<file path="src/rtl/itag_pkg.sv">
// itag_pkg: shared state encoding and tag-entry layout for the instruction tag controller
package itag_pkg;

    localparam int TAG_W_DEF = 20;

    typedef enum logic [1:0] {
        INIT_FLUSH,
        RUN,
        FLUSH
    } state_e;

    typedef struct packed {
        logic                 valid;
        logic [TAG_W_DEF-1:0] tag;
    } tag_entry_t;

endpackage

</file>
<file path="src/rtl/itag_flush_counter.sv">
// itag_flush_counter: line-pair index for invalidation, saturating at its final value
module itag_flush_counter #(
    parameter int W = 8
) (
    input  logic         clk,
    input  logic         rst,
    input  logic         en_i,
    input  logic         clr_i,
    output logic [W-1:0] cnt_o,
    output logic         last_o
);

    logic [W-1:0] cnt_q, cnt_d;

    assign cnt_o  = cnt_q;
    assign last_o = &cnt_q;

    // advance while enabled, hold at the final pair, clear once the flush completes
    always_comb cnt_d = clr_i ? '0 : (en_i && !last_o) ? cnt_q + 1'b1 : cnt_q;

    // counter register
    always_ff @(posedge clk or posedge rst)
        if (rst) cnt_q <= '0;
        else     cnt_q <= cnt_d;

endmodule

</file>
<file path="src/rtl/itag_ctrl.sv">
// itag_ctrl: tag lookup/fill/flush sequencing in front of an external dual-port tag bank
module itag_ctrl
    import itag_pkg::*;
#(
    parameter int LINES = 512,
    parameter int TAG_W = TAG_W_DEF
) (
    input  logic                     clk,
    input  logic                     rst,
    input  logic                     req_valid,
    output logic                     req_ready,
    input  logic [$clog2(LINES)-1:0] req_line,
    input  logic [TAG_W-1:0]         req_tag,
    output logic                     resp_valid,
    output logic                     resp_hit,
    input  logic                     fill_valid,
    output logic                     fill_ready,
    input  logic [$clog2(LINES)-1:0] fill_line,
    input  logic [TAG_W-1:0]         fill_tag,
    input  logic                     flush_req,
    output logic                     flush_busy,
    output logic                     flush_done,
    output logic                     tb_en_a,
    output logic                     tb_wen_a,
    output logic [$clog2(LINES)-1:0] tb_addr_a,
    output logic [TAG_W:0]           tb_data_in_a,
    input  logic [TAG_W:0]           tb_data_out_a,
    output logic                     tb_en_b,
    output logic                     tb_wen_b,
    output logic [$clog2(LINES)-1:0] tb_addr_b,
    output logic [TAG_W:0]           tb_data_in_b
);

    localparam int AW = $clog2(LINES);
    localparam int CW = AW - 1;

    typedef struct packed {
        logic             valid;
        logic [TAG_W-1:0] tag;
    } entry_t;

    state_e         state_q, state_d;
    logic [CW-1:0]  cnt;
    logic           last;
    logic           busy;
    logic           acc_req, acc_fill, byp_d;
    logic           resp_valid_q, byp_q, flush_done_q;
    logic [TAG_W-1:0] tag_q, byp_tag_q;
    entry_t         rd;

    assign busy       = state_q != RUN;
    assign acc_req    = req_valid && !busy;
    assign acc_fill   = fill_valid && !busy;
    assign byp_d      = acc_req && acc_fill && (req_line == fill_line);
    assign rd         = tb_data_out_a;
    assign req_ready  = !busy;
    assign fill_ready = !busy;
    assign flush_busy = busy;
    assign flush_done = flush_done_q;
    assign resp_valid = resp_valid_q;
    assign resp_hit   = resp_valid_q && (byp_q ? byp_tag_q == tag_q : rd.valid && rd.tag == tag_q);

    itag_flush_counter #(.W(CW)) u_cnt (
        .clk   (clk),
        .rst   (rst),
        .en_i  (busy),
        .clr_i (busy && last),
        .cnt_o (cnt),
        .last_o(last)
    );

    // next state and tag-bank port drive: lookups/fills in RUN, pairwise invalidation otherwise
    always_comb begin
        state_d      = state_q;
        tb_en_a      = acc_req;
        tb_wen_a     = 1'b0;
        tb_addr_a    = req_line;
        tb_data_in_a = '0;
        tb_en_b      = acc_fill;
        tb_wen_b     = acc_fill;
        tb_addr_b    = fill_line;
        tb_data_in_b = {1'b1, fill_tag};
        if (busy) begin
            tb_en_a      = 1'b1;
            tb_wen_a     = 1'b1;
            tb_addr_a    = {cnt, 1'b0};
            tb_en_b      = 1'b1;
            tb_wen_b     = 1'b1;
            tb_addr_b    = {cnt, 1'b1};
            tb_data_in_b = '0;
            state_d      = last ? RUN : state_q;
        end else begin
            state_d      = flush_req ? FLUSH : RUN;
        end
    end

    // state register
    always_ff @(posedge clk or posedge rst)
        if (rst) state_q <= INIT_FLUSH;
        else     state_q <= state_d;

    // one-deep lookup pipeline with same-line fill bypass, plus the flush completion pulse
    always_ff @(posedge clk or posedge rst)
        if (rst) begin
            resp_valid_q <= 1'b0;
            byp_q        <= 1'b0;
            tag_q        <= '0;
            byp_tag_q    <= '0;
            flush_done_q <= 1'b0;
        end else begin
            resp_valid_q <= acc_req;
            byp_q        <= byp_d;
            tag_q        <= acc_req ? req_tag : tag_q;
            byp_tag_q    <= byp_d ? fill_tag : byp_tag_q;
            flush_done_q <= state_q == FLUSH && last;
        end

endmodule

</file>
<file path="config.mk">
export PLATFORM = sky130hd
export DESIGN_NAME = itag_ctrl
export DESIGN_NICKNAME = d
export VERILOG_FILES = /design/src/rtl/itag_pkg.sv /design/src/rtl/itag_flush_counter.sv /design/src/rtl/itag_ctrl.sv
export SDC_FILE = /design/constraint.sdc
export NUM_CORES = 1
export LEC_CHECK = 0
export CORE_MARGIN = 4
export CORE_UTILIZATION = 41
export CTS_BUF_LIST = sky130_fd_sc_hd__clkbuf_8 sky130_fd_sc_hd__clkbuf_16
export DETAILED_ROUTE_END_ITERATION = 12
export HOLD_SLACK_MARGIN = 0.03
export PLACE_DENSITY = 0.86
export SLEW_MARGIN = 20
export SYNTH_ARGS = -nofsm -noshare
export SYNTH_HDL_FRONTEND = slang
export SYNTH_HIERARCHICAL = 1
export SYNTH_SLANG_ARGS = --single-unit
</file>
<file path="constraint.sdc">
create_clock -name clk -period 2.1 [get_ports clk]
set_input_delay 0.21 -clock clk [delete_from_list [all_inputs] [get_ports clk]]
set_output_delay 0.21 -clock clk [all_outputs]
set_load 0.02 [all_outputs]
</file>
==> impl_metrics.tcl, run 1 <==
set metrics [dict create \
    status "finished clean" \
    cp-start-kind "flip-flop" \
    p_total_mw 1.85 \
    numPlacedInstances 540 \
    clk_pin_slew_worst_paths_ns 0.10 \
    crit_type "flip-flop to primary output" \
    drv_slew 0 \
    port_buffers 132 \
    tightest_slew_ns 0.567 \
    clock-skew-final_ns 0.00882 \
    crit_arrival_ns 1.81 \
    die_x_um 95.8 \
    postSynthAreaPerCell_um2 10.2 \
    cts_buffers 5 \
    root_buffer "clkbuf_8" \
    drv_cap 0 \
    p_leak_nw 2.51 \
    drive_above_1_share_pct 11.8 \
    yosys_warnings 6 \
    clkSinkCount 53 \
    antenna_found_initial 0 \
    ys_seq_area_share_pct 42.0 \
    power.density_mw_per_mm2 396 \
    ys.flop_type "dfrtp_1" \
    clockBufferDepth 2 \
    synth_edf_count 0 \
    required_ns 1.89 \
    path_max_fanout 3 \
    post_drt_wl_per_cell_um 15.6 \
    drcViolationCount 0 \
    cts_tree "built" \
    nNetsFinal 533 \
    num_rows 31 \
    setup_ws_ns 0.0762 \
    drtPass1Iterations 4 \
    die_h_um 95.8 \
    rr_endpoint "u_cnt/cnt_o[3]$_DFFE_PP0P_" \
    vias_per_cell 4.84 \
    design.core.area_mm2 0.00737 \
    worstSetupEndpointType "primary output" \
    routed_wl_um 8570 \
    maxSlewHeadroom_pct 62.2 \
    yosys-top-cells-area "dfrtp_1, xor2_1, mux2_1" \
    initial_utilization_pct 42.9 \
    synthArstFlopShare_pct 100 \
    synth_cell_types 38 \
    hpwlAfterDp_um 6840 \
    syn-instance-count 310 \
    ant_nets 0 \
    vias 2650 \
    r2r_setup_slack_ns 0.26 \
    synth.most_common_cell "dfrtp_1" \
    gp_congestion 0.795 \
    hold_buffers 0 \
    setup_viol 0 \
    post-place-ws_ns -0.424 \
    fp.dieArea_mm2 0.00918 \
    grt_pass1_vias 2827 \
    fin_crit_ns 2.02 \
    grt_max_degree 46 \
    clk_latency_ns 0.30 \
    yosysTopAreaCellShare_pct 42.0 \
    synthTopCellsByCount "dfrtp_1, nand2_1, xor2_1, buf_4, and2_1" \
    htree_levels 2 \
    drt-initial-drc-count 56 \
    finalHoldViolations 0 \
    r2r_start "u_cnt/cnt_o[0]$_DFFE_PP0P_" \
    netlist_area_mm2 0.00316 \
    synth_top_cell_by_area "dfrtp_1" \
    grt.total_usage_pct 18.9 \
    hold_path.class "input pin to asynchronous set/reset pin" \
    finish.utilization_pct 63.3 \
    r2r_cells 5 \
    area_delta_synth_final_pct 47.7 \
    fillers 606 \
    finalCritPeriodShare_pct 96.4 \
    timing.fmax_mhz 494 \
    ys_ff_latch 53 \
    max-vdd-ir-drop_uv 295 \
    grt-ovfl-total 0 \
    ios 154 \
    holdWs_ns 0.220 \
    final_cells 548 \
    antennaDiodeCount 0 \
    grt_pass1_wl_um 13400 \
]
-- state kept, by name, indices dropped and copies added (netlist names) --
| signal | flops |
|---|---|
| state_q | 2 |
| resp_valid | 1 |
| tag_q | 20 |
| flush_done | 1 |
| byp_q | 1 |
| byp_tag_q | 20 |
| u_cnt/cnt_o | 8 |
-- worst max-delay path, cell delays in order (launching register included) --
cell and delay, ns:
dfrtp_1 0.45, xor2_1 0.19, nor4_2 0.37, nand4_1 0.17
o22ai_2 0.19, buf_6 0.14
-- logic make-up (layout without fill, tap and decap cells) --
group	count (synthesis)	count (layout)	synth area share, %
adders and majority gates	1	1	0.396
muxes	42	42	14.9
xor gates and xnor gates	50	50	13.9
buffers and inverters	40	159	8.27
DFF	53	53	42.0
and+or+nand+nor	113	113	18.4
AOI/OAI and AO/OA	10	10	2.06
other	1	21	0.119
-- routing by layer --
metal	wire length, um	up-vias	part of all wire [%]	global-route usage (%)
met5	0	-	0	0
met4	114	0	1.3	4.62
li1	-	1262	-	-
met3	830	9	9.7	5.79
met1	3380	1251	40	22.1
met2	4240	128	49	33.8
-- how the worst max path moves through the flow --
stage,slack [ns],startpoint,end
6_report,0.08,tag_q[6]$_DFFE_PP0P_,resp_hit
4_1_cts,-0.03,tag_q[10]$_DFFE_PP0P_,resp_hit
3_5_place_dp,-0.42,tb_data_out_a[15],resp_hit
2_1_floorplan,0.18,state_q[1]$_DFFE_PP0P_,tb_addr_a[1]
5_1_grt,-0.002,tag_q[6]$_DFFE_PP0P_,resp_hit
3_3_place_gp,-0.38,tb_data_out_a[3],resp_hit
-- repair_timing --
| action | in CTS | in global routing |
|---|---|---|
| pin swaps | 1 | 6 |
| resized for setup | 40 | 12 |
| setup endpoints to repair | 38 | 8 |
| setup buffers | 0 | 0 |
| endpoints found under the hold margin | 0 | 0 |
-- placed cells by master, fill, tap and decap left out, drive strengths merged, types with 5 or more instances in the layout --
| cell | instances |
|---|---|
| and2 | 21 |
| buf | 15 |
| clkbuf | 5 |
| clkdlybuf4s50 | 92 |
| conb | 21 |
| dfrtp | 53 |
| dlygate4sd2 | 32 |
| dlymetal6s2s | 7 |
| inv | 6 |
| mux2 | 40 |
| nand2 | 47 |
| nand3 | 6 |
| nand4 | 7 |
| nor2 | 8 |
| nor3 | 6 |
| nor4 | 7 |
| xnor2 | 14 |
| xor2 | 36 |
-- power breakdown --
group	total (mW)	internal, mW	switching (mW)
logic	0.269	0.160	0.109
clock network	0.560	0.231	0.329
registers	1.02	1.02	0
total	1.85	1.41	0.438
-- stage by stage --
| step | TNS [ns] | area, um2 |
|---|---|---|
| after floorplan | 0 | 3240 |
| after detailed placement | -0.424 | 4560 |
| after global placement | -0.382 | 4560 |
| after CTS | -0.0319 | 4620 |
| final | 0 | 4670 |
| after global routing | -0.00161 | 4670 |
-- final cells by class --
class | instances | area (um2) | area share, %
Multi-Input combinational cell | 237 | 1690 | 36.1
Inverter | 5 | 18.8 | 0.402
Timing Repair Buffer | 146 | 1430 | 30.5
Tap cell | 99 | 124 | 2.65
Clock buffer | 5 | 68.8 | 1.47
Clock inverter | 3 | 18.8 | 0.402
Sequential cell | 53 | 1330 | 28.4
Note: power is estimated with default switching activity, not from simulation.
==> inputs of run 2 (changes only) <==
--- a/config.mk
+++ b/config.mk
@@ -5,9 +5,11 @@
 export SDC_FILE = /design/constraint.sdc
 export NUM_CORES = 1
 export LEC_CHECK = 0
+export CAP_MARGIN = 20
 export CORE_MARGIN = 4
 export CORE_UTILIZATION = 41
 export CTS_BUF_LIST = sky130_fd_sc_hd__clkbuf_8 sky130_fd_sc_hd__clkbuf_16
+export CTS_CLUSTER_DIAMETER = 80
 export DETAILED_ROUTE_END_ITERATION = 12
 export HOLD_SLACK_MARGIN = 0.03
 export PLACE_DENSITY = 0.86
==> results of run 2 <==
Same layout as run 1: the final DEF is identical, and so are final timing and power.
